[config.mk]
export PLATFORM = sky130hd
export DESIGN_NAME = ctrl_pipeline
export DESIGN_NICKNAME = d
export VERILOG_FILES = /design/src/rtl/riscv_ctrl_pkg.sv /design/src/rtl/ctrl_stage_reg.sv /design/src/rtl/ctrl_pipeline.sv
export SDC_FILE = /design/constraint.sdc
export NUM_CORES = 1
export LEC_CHECK = 0
export ABC_AREA = 1
export CORE_AREA = 2 2 81 83
export DETAILED_ROUTE_END_ITERATION = 10
export DIE_AREA = 0 0 83 85
export PLACE_DENSITY_LB_ADDON = 0.1
export SLEW_MARGIN = 30
export SYNTH_ARGS = -nofsm -noshare
export SYNTH_HDL_FRONTEND = slang
export SYNTH_SLANG_ARGS = --single-unit
[constraint.sdc]
create_clock -name clk -period 1.3 [get_ports clk]
set_input_delay 0.39 -clock clk [delete_from_list [all_inputs] [get_ports clk]]
set_output_delay 0.39 -clock clk [all_outputs]
set_load 0.02 [all_outputs]
[src/rtl/riscv_ctrl_pkg.sv]
// Control-path types shared by the RV32I pipeline control registers.
// ILLEGAL_OP_TRAP_EN enables the opcode legality check in ctrl_pipeline.
package riscv_ctrl_pkg;

    localparam int ALU_W = 3;
    localparam int RES_W = 2;

    localparam logic [6:0] OP_LW  = 7'b0000011;
    localparam logic [6:0] OP_SW  = 7'b0100011;
    localparam logic [6:0] OP_R   = 7'b0110011;
    localparam logic [6:0] OP_BEQ = 7'b1100011;
    localparam logic [6:0] OP_I   = 7'b0010011;
    localparam logic [6:0] OP_JAL = 7'b1101111;

    typedef struct packed {
        logic             valid;
        logic             reg_write;
        logic [RES_W-1:0] result_src;
        logic             mem_write;
        logic             jump;
        logic             branch;
        logic             alu_src;
        logic [ALU_W-1:0] alu_control;
    } ctrl_e_t;

    typedef struct packed {
        logic             valid;
        logic             reg_write;
        logic [RES_W-1:0] result_src;
        logic             mem_write;
    } ctrl_m_t;

    typedef struct packed {
        logic             valid;
        logic             reg_write;
        logic [RES_W-1:0] result_src;
    } ctrl_w_t;

    localparam ctrl_e_t CTRL_E_BUBBLE = '0;
    localparam ctrl_m_t CTRL_M_BUBBLE = '0;
    localparam ctrl_w_t CTRL_W_BUBBLE = '0;

    function automatic logic op_legal(input logic [6:0] op);
        logic ok;
        ok = 1'b0;
        case (op)
            OP_LW, OP_SW, OP_R, OP_BEQ, OP_I, OP_JAL: ok = 1'b1;
            default: ok = 1'b0;
        endcase
        return ok;
    endfunction

endpackage

[src/rtl/ctrl_stage_reg.sv]
// Generic pipeline control register: async reset, hold enable,
// synchronous clear (clear only takes effect when enabled).
module ctrl_stage_reg #(
    parameter int W = 8
) (
    input  logic         clk,
    input  logic         rst_n,
    input  logic         en,
    input  logic         clr,
    input  logic [W-1:0] d,
    output logic [W-1:0] q
);

    always_ff @(posedge clk or negedge rst_n) begin
        if (!rst_n) begin
            q <= '0;
        end else if (en) begin
            q <= clr ? '0 : d;
        end
    end

endmodule

[src/rtl/ctrl_pipeline.sv]
// ID/EX, EX/MEM, MEM/WB control registers with stall/flush, PCSrcE and
// retire counter. Define ILLEGAL_OP_TRAP_EN to trap unlisted opcodes.
module ctrl_pipeline
    import riscv_ctrl_pkg::*;
#(
    parameter int ALUCTRL_W = ALU_W,
    parameter int RSRC_W    = RES_W,
    parameter int CNT_W     = 32
) (
    input  logic                 clk,
    input  logic                 reset_n,
    input  logic                 ValidD,
    input  logic [6:0]           OpD,
    input  logic                 RegWriteD,
    input  logic [RSRC_W-1:0]    ResultSrcD,
    input  logic                 MemWriteD,
    input  logic                 JumpD,
    input  logic                 BranchD,
    input  logic                 ALUSrcD,
    input  logic [ALUCTRL_W-1:0] ALUControlD,
    input  logic                 FlushE,
    input  logic                 Stall,
    input  logic                 ZeroE,
    output logic [ALUCTRL_W-1:0] ALUControlE,
    output logic                 ALUSrcE,
    output logic                 ResultSrcE0,
    output logic                 RegWriteE,
    output logic                 PCSrcE,
    output logic                 RegWriteM,
    output logic                 MemWriteM,
    output logic                 RegWriteW,
    output logic [RSRC_W-1:0]    ResultSrcW,
    output logic [CNT_W-1:0]     RetiredCnt,
    output logic                 IllegalOp
);

    localparam int EW = $bits(ctrl_e_t);
    localparam int MW = $bits(ctrl_m_t);
    localparam int WW = $bits(ctrl_w_t);

    ctrl_e_t d_ctrl;
    ctrl_e_t e_ctrl;
    ctrl_m_t m_next;
    ctrl_m_t m_ctrl;
    ctrl_w_t w_next;
    ctrl_w_t w_ctrl;

    logic [EW-1:0] e_q;
    logic [MW-1:0] m_q;
    logic [WW-1:0] w_q;

    logic advance;
    logic illegal_d;
    logic e_clr;
    logic [CNT_W-1:0] cnt;

    assign advance = ~Stall;

`ifdef ILLEGAL_OP_TRAP_EN
    logic illegal_q;

    assign illegal_d = ValidD & ~op_legal(OpD);

    always_ff @(posedge clk or negedge reset_n) begin
        if (!reset_n) begin
            illegal_q <= 1'b0;
        end else if (advance && !FlushE && illegal_d) begin
            illegal_q <= 1'b1;
        end
    end

    assign IllegalOp = illegal_q;
`else
    logic unused_op;

    assign unused_op = ^OpD;
    assign illegal_d = 1'b0;
    assign IllegalOp = 1'b0;
`endif

    // Decoder outputs are only looked at for a real instruction, so
    // unknown values from an idle decoder never reach Execute.
    always_comb begin
        d_ctrl = CTRL_E_BUBBLE;
        if (ValidD) begin
            d_ctrl.valid       = 1'b1;
            d_ctrl.reg_write   = RegWriteD;
            d_ctrl.result_src  = ResultSrcD;
            d_ctrl.mem_write   = MemWriteD;
            d_ctrl.jump        = JumpD;
            d_ctrl.branch      = BranchD;
            d_ctrl.alu_src     = ALUSrcD;
            d_ctrl.alu_control = ALUControlD;
        end
    end

    assign e_clr = FlushE | ~ValidD | illegal_d;

    ctrl_stage_reg #(.W(EW)) u_reg_e (
        .clk   (clk),
        .rst_n (reset_n),
        .en    (advance),
        .clr   (e_clr),
        .d     (d_ctrl),
        .q     (e_q)
    );

    assign e_ctrl = ctrl_e_t'(e_q);

    always_comb begin
        m_next            = CTRL_M_BUBBLE;
        m_next.valid      = e_ctrl.valid;
        m_next.reg_write  = e_ctrl.reg_write;
        m_next.result_src = e_ctrl.result_src;
        m_next.mem_write  = e_ctrl.mem_write;
    end

    ctrl_stage_reg #(.W(MW)) u_reg_m (
        .clk   (clk),
        .rst_n (reset_n),
        .en    (advance),
        .clr   (1'b0),
        .d     (m_next),
        .q     (m_q)
    );

    assign m_ctrl = ctrl_m_t'(m_q);

    always_comb begin
        w_next            = CTRL_W_BUBBLE;
        w_next.valid      = m_ctrl.valid;
        w_next.reg_write  = m_ctrl.reg_write;
        w_next.result_src = m_ctrl.result_src;
    end

    ctrl_stage_reg #(.W(WW)) u_reg_w (
        .clk   (clk),
        .rst_n (reset_n),
        .en    (advance),
        .clr   (1'b0),
        .d     (w_next),
        .q     (w_q)
    );

    assign w_ctrl = ctrl_w_t'(w_q);

    always_ff @(posedge clk or negedge reset_n) begin
        if (!reset_n) begin
            cnt <= '0;
        end else if (advance && w_ctrl.valid) begin
            cnt <= cnt + 1'b1;
        end
    end

    assign ALUControlE = e_ctrl.alu_control;
    assign ALUSrcE     = e_ctrl.alu_src;
    assign ResultSrcE0 = e_ctrl.result_src[0];
    assign RegWriteE   = e_ctrl.reg_write;
    assign PCSrcE      = (e_ctrl.branch & ZeroE) | e_ctrl.jump;
    assign RegWriteM   = m_ctrl.reg_write;
    assign MemWriteM   = m_ctrl.mem_write;
    assign RegWriteW   = w_ctrl.reg_write;
    assign ResultSrcW  = w_ctrl.result_src;
    assign RetiredCnt  = cnt;

endmodule

==> impl_metrics.json <==
{
  "synth_top_family_by_area": "simple AND/OR/NAND/NOR gates",
  "syn_nets": 334,
  "die_x_um": 83,
  "htreeDepth": 2,
  "layout.cells.most_common": "buf_4",
  "yosysWarnings": 0,
  "ys.flop_type": "dfrtp_1",
  "grt_max_degree": 53,
  "critPathKind": "reg -> reg",
  "hold_viol": 0,
  "cap_violations": 0,
  "die_height_um": 85,
  "setup.worst_path.start_class": "register",
  "drv_slew": 0,
  "n_antenna_cell": 0,
  "powerDensity_nw_per_um2": 921,
  "rrSetupSlack_ns": -0.13,
  "num_rows": 29,
  "cts_buffer_depth": 2,
  "setup_violations": 31,
  "synthAdderAreaFrac_pct": 0.476,
  "routedWlPerCell_um": 12.5,
  "gp_congestion": 0.819,
  "layout_common_cells": "buf_4, nand2_1, inv_1",
  "dr_total_vias": 2443,
  "worstRegToRegCells": 8,
  "status": "finished, violations left",
  "grt_use_total_pct": 18.9,
  "antenna_found_initial": 0,
  "placed_area_sq_um": 3780,
  "final_nets": 473,
  "grt_pass1_vias": 2411,
  "arrival_ns": 1.64,
  "hold_path_class": "in -> async",
  "skew_ns": 0.00769,
  "stdcell_area_sq_um": 4240,
  "remaining_drc_errors": 0,
  "portBuffers": 59,
  "vias_per_cell": 4.64,
  "synth_edf_count": 0,
  "synthMuxAreaShare_pct": 0,
  "synth_compound_area_share_pct": 3.66,
  "final_antenna_net_count": 0,
  "fp.coreArea_sq_um": 6200,
  "fin_crit_ns": 1.43,
  "dp_hpwl_um": 4540,
  "clk_pin_slew_ns": 0.10,
  "cts_tree": "built",
  "grt_pass1_wl_um": 10900,
  "fillers": 527,
  "fmax_mhz": 698,
  "ir_drop_mv": 1.04,
  "ys_async_sr_fraction_pct": 100,
  "endpoint_kind": "register",
  "pin_count": 68,
  "synthSimpleGateAreaFrac_pct": 28.4,
  "rr_startpoint": "RetiredCnt[3]$_DFFE_PN0P_",
  "rsz0062_at_grt": "true",
  "drt_iter0_drc": 68,
  "routed_wl_um": 6580,
  "worst-path-max-fanout": 4,
  "p_leak_nw": 2.15,
  "initial_core_util_pct": 42.4,
  "layout_setup_ws_ns": -0.132,
  "drtPass1Iterations": 4,
  "timing.rr.end": "RetiredCnt[12]$_DFFE_PN0P_",
  "cts_root_buf": "clkbuf_8",
  "period_share_pct": 110,
  "yosysSeqAreaShare_pct": 49.5,
  "failed_checks": "setup timing",
  "syn_avg_cell_area_sq_um": 8.48,
  "synth.distinct_cells": 25,
  "cts_made_buffers": 5,
  "finalSetupTns_ns": -1.90,
  "dieArea_sq_um": 7060,
  "required_ns": 1.51,
  "syn2layout_area_growth_pct": 61.3,
  "syn_area_sq_um": 2630,
  "syn-instance-count": 310,
  "synthXorXnorAreaFrac_pct": 7.66,
  "clock_latency_ns": 0.32,
  "overflow": 0,
  "synth-seq-cells": 52,
  "clkSinkCount": 52,
  "layout-drive-gt1-share_pct": 49.8
}
power breakdown:
| part | total (mW) | switching, mW | internal (mW) |
|---|---|---|---|
| combinational | 1.05 | 0.493 | 0.557 |
| sequential | 1.87 | 0.129 | 1.74 |
| clock | 0.985 | 0.591 | 0.394 |
| total | 3.90 | 1.21 | 2.69 |
critical path, stage by stage (launching register included):
cell	delay, ns
dfrtp_2	0.42
buf_4	0.15
nand3_4	0.10
nor2_4	0.15
nand2_4	0.10
nor2_4	0.15
buf_6	0.11
xnor2_2	0.09
inv_1	0.05
area by class of cell:
cell class	count	area [sq um]	area share [%]
flip-flops and latches	52	1320	31.2
multi-input cells	195	1320	31.1
repair buffers	142	1210	28.5
inverters	53	199	4.69
well taps	77	96.3	2.27
clock buffers	5	68.8	1.62
clock inverters	3	25.0	0.590
Yosys cell counts, types with 2 or more instances:
master	number	area share, %
nor2_2	6	1.4
o21ai_0	12	2.3
nand4_1	9	2.1
buf_4	6	1.7
dfrtp_1	52	50
nor2_4	6	2.6
inv_1	51	7.3
xor2_1	12	4.0
nand3_2	5	1.9
nand2_2	3	0.71
nand3_1	14	2.7
inv_2	2	0.29
nor3_1	8	1.5
nand2_1	78	11
nand3b_1	2	0.57
clkbuf_1	3	0.43
o22ai_1	5	1.2
xnor2_1	11	3.7
nor2_1	19	2.7
stage by stage:
step | instances | hold WS [ns] | utilization, % | power, mW | setup WS (ns)
after floorplan | 310 | 0.0944 | - | 2.26 | -0.0962
after global placement | 496 | 0.408 | 60.9 | 2.78 | -0.620
after detailed placement | 496 | 0.405 | 60.9 | 2.80 | -0.619
after CTS | 514 | 0.0537 | 63.2 | 3.81 | -0.111
after global routing | 527 | 0.0676 | 68.3 | 4.09 | -0.244
final | 527 | 0.0435 | 68.3 | 3.90 | -0.132
state kept, by name, summed over array words and instances, names as in the netlist:
signal      flops
u_reg_w.q       4
u_reg_m.q       5
RetiredCnt     32
u_reg_e.q      11
worst max path at each step:
| stage | slack (ns) | startpoint | cells past startpoint | to |
|---|---|---|---|---|
| CTS | -0.11 | RetiredCnt[0]$_DFFE_PN0P_ | 8 | RetiredCnt[24]$_DFFE_PN0P_ |
| floorplan | -0.1 | RetiredCnt[1]$_DFFE_PN0P_ | 8 | RetiredCnt[24]$_DFFE_PN0P_ |
| finish | -0.13 | RetiredCnt[3]$_DFFE_PN0P_ | 8 | RetiredCnt[12]$_DFFE_PN0P_ |
| global placement | -0.62 | ZeroE | 4 | PCSrcE |
| global route | -0.24 | RetiredCnt[7]$_DFFE_PN0P_ | 8 | RetiredCnt[26]$_DFFE_PN0P_ |
| detailed placement | -0.62 | ZeroE | 4 | PCSrcE |
routing by layer:
metal | part of all wire (%) | global-route usage [%] | vias up
li1 | - | - | 1226
met2 | 51 | 32.0 | 48
met5 | 0 | 0 | -
met4 | 1.8 | 5.96 | 0
met3 | 3.1 | 3.31 | 13
met1 | 44 | 24.9 | 1156
logic make-up after synthesis:
kind of cell               count (synthesis)
AOI/OAI and AO/OA                         18
xor gates and xnor gates                  23
adders and majority gates                  1
buffers and inverters                     63
DFF                                       52
other                                      1
and+or+nand+nor                          152
what timing repair did:
item,in CTS,in global routing
setup endpoints to repair,78,50
hold buffers,0,0
buffers inserted,10,13
pin swaps,25,19
resized for setup,235,62
Power figures use the tool's default switching activity.
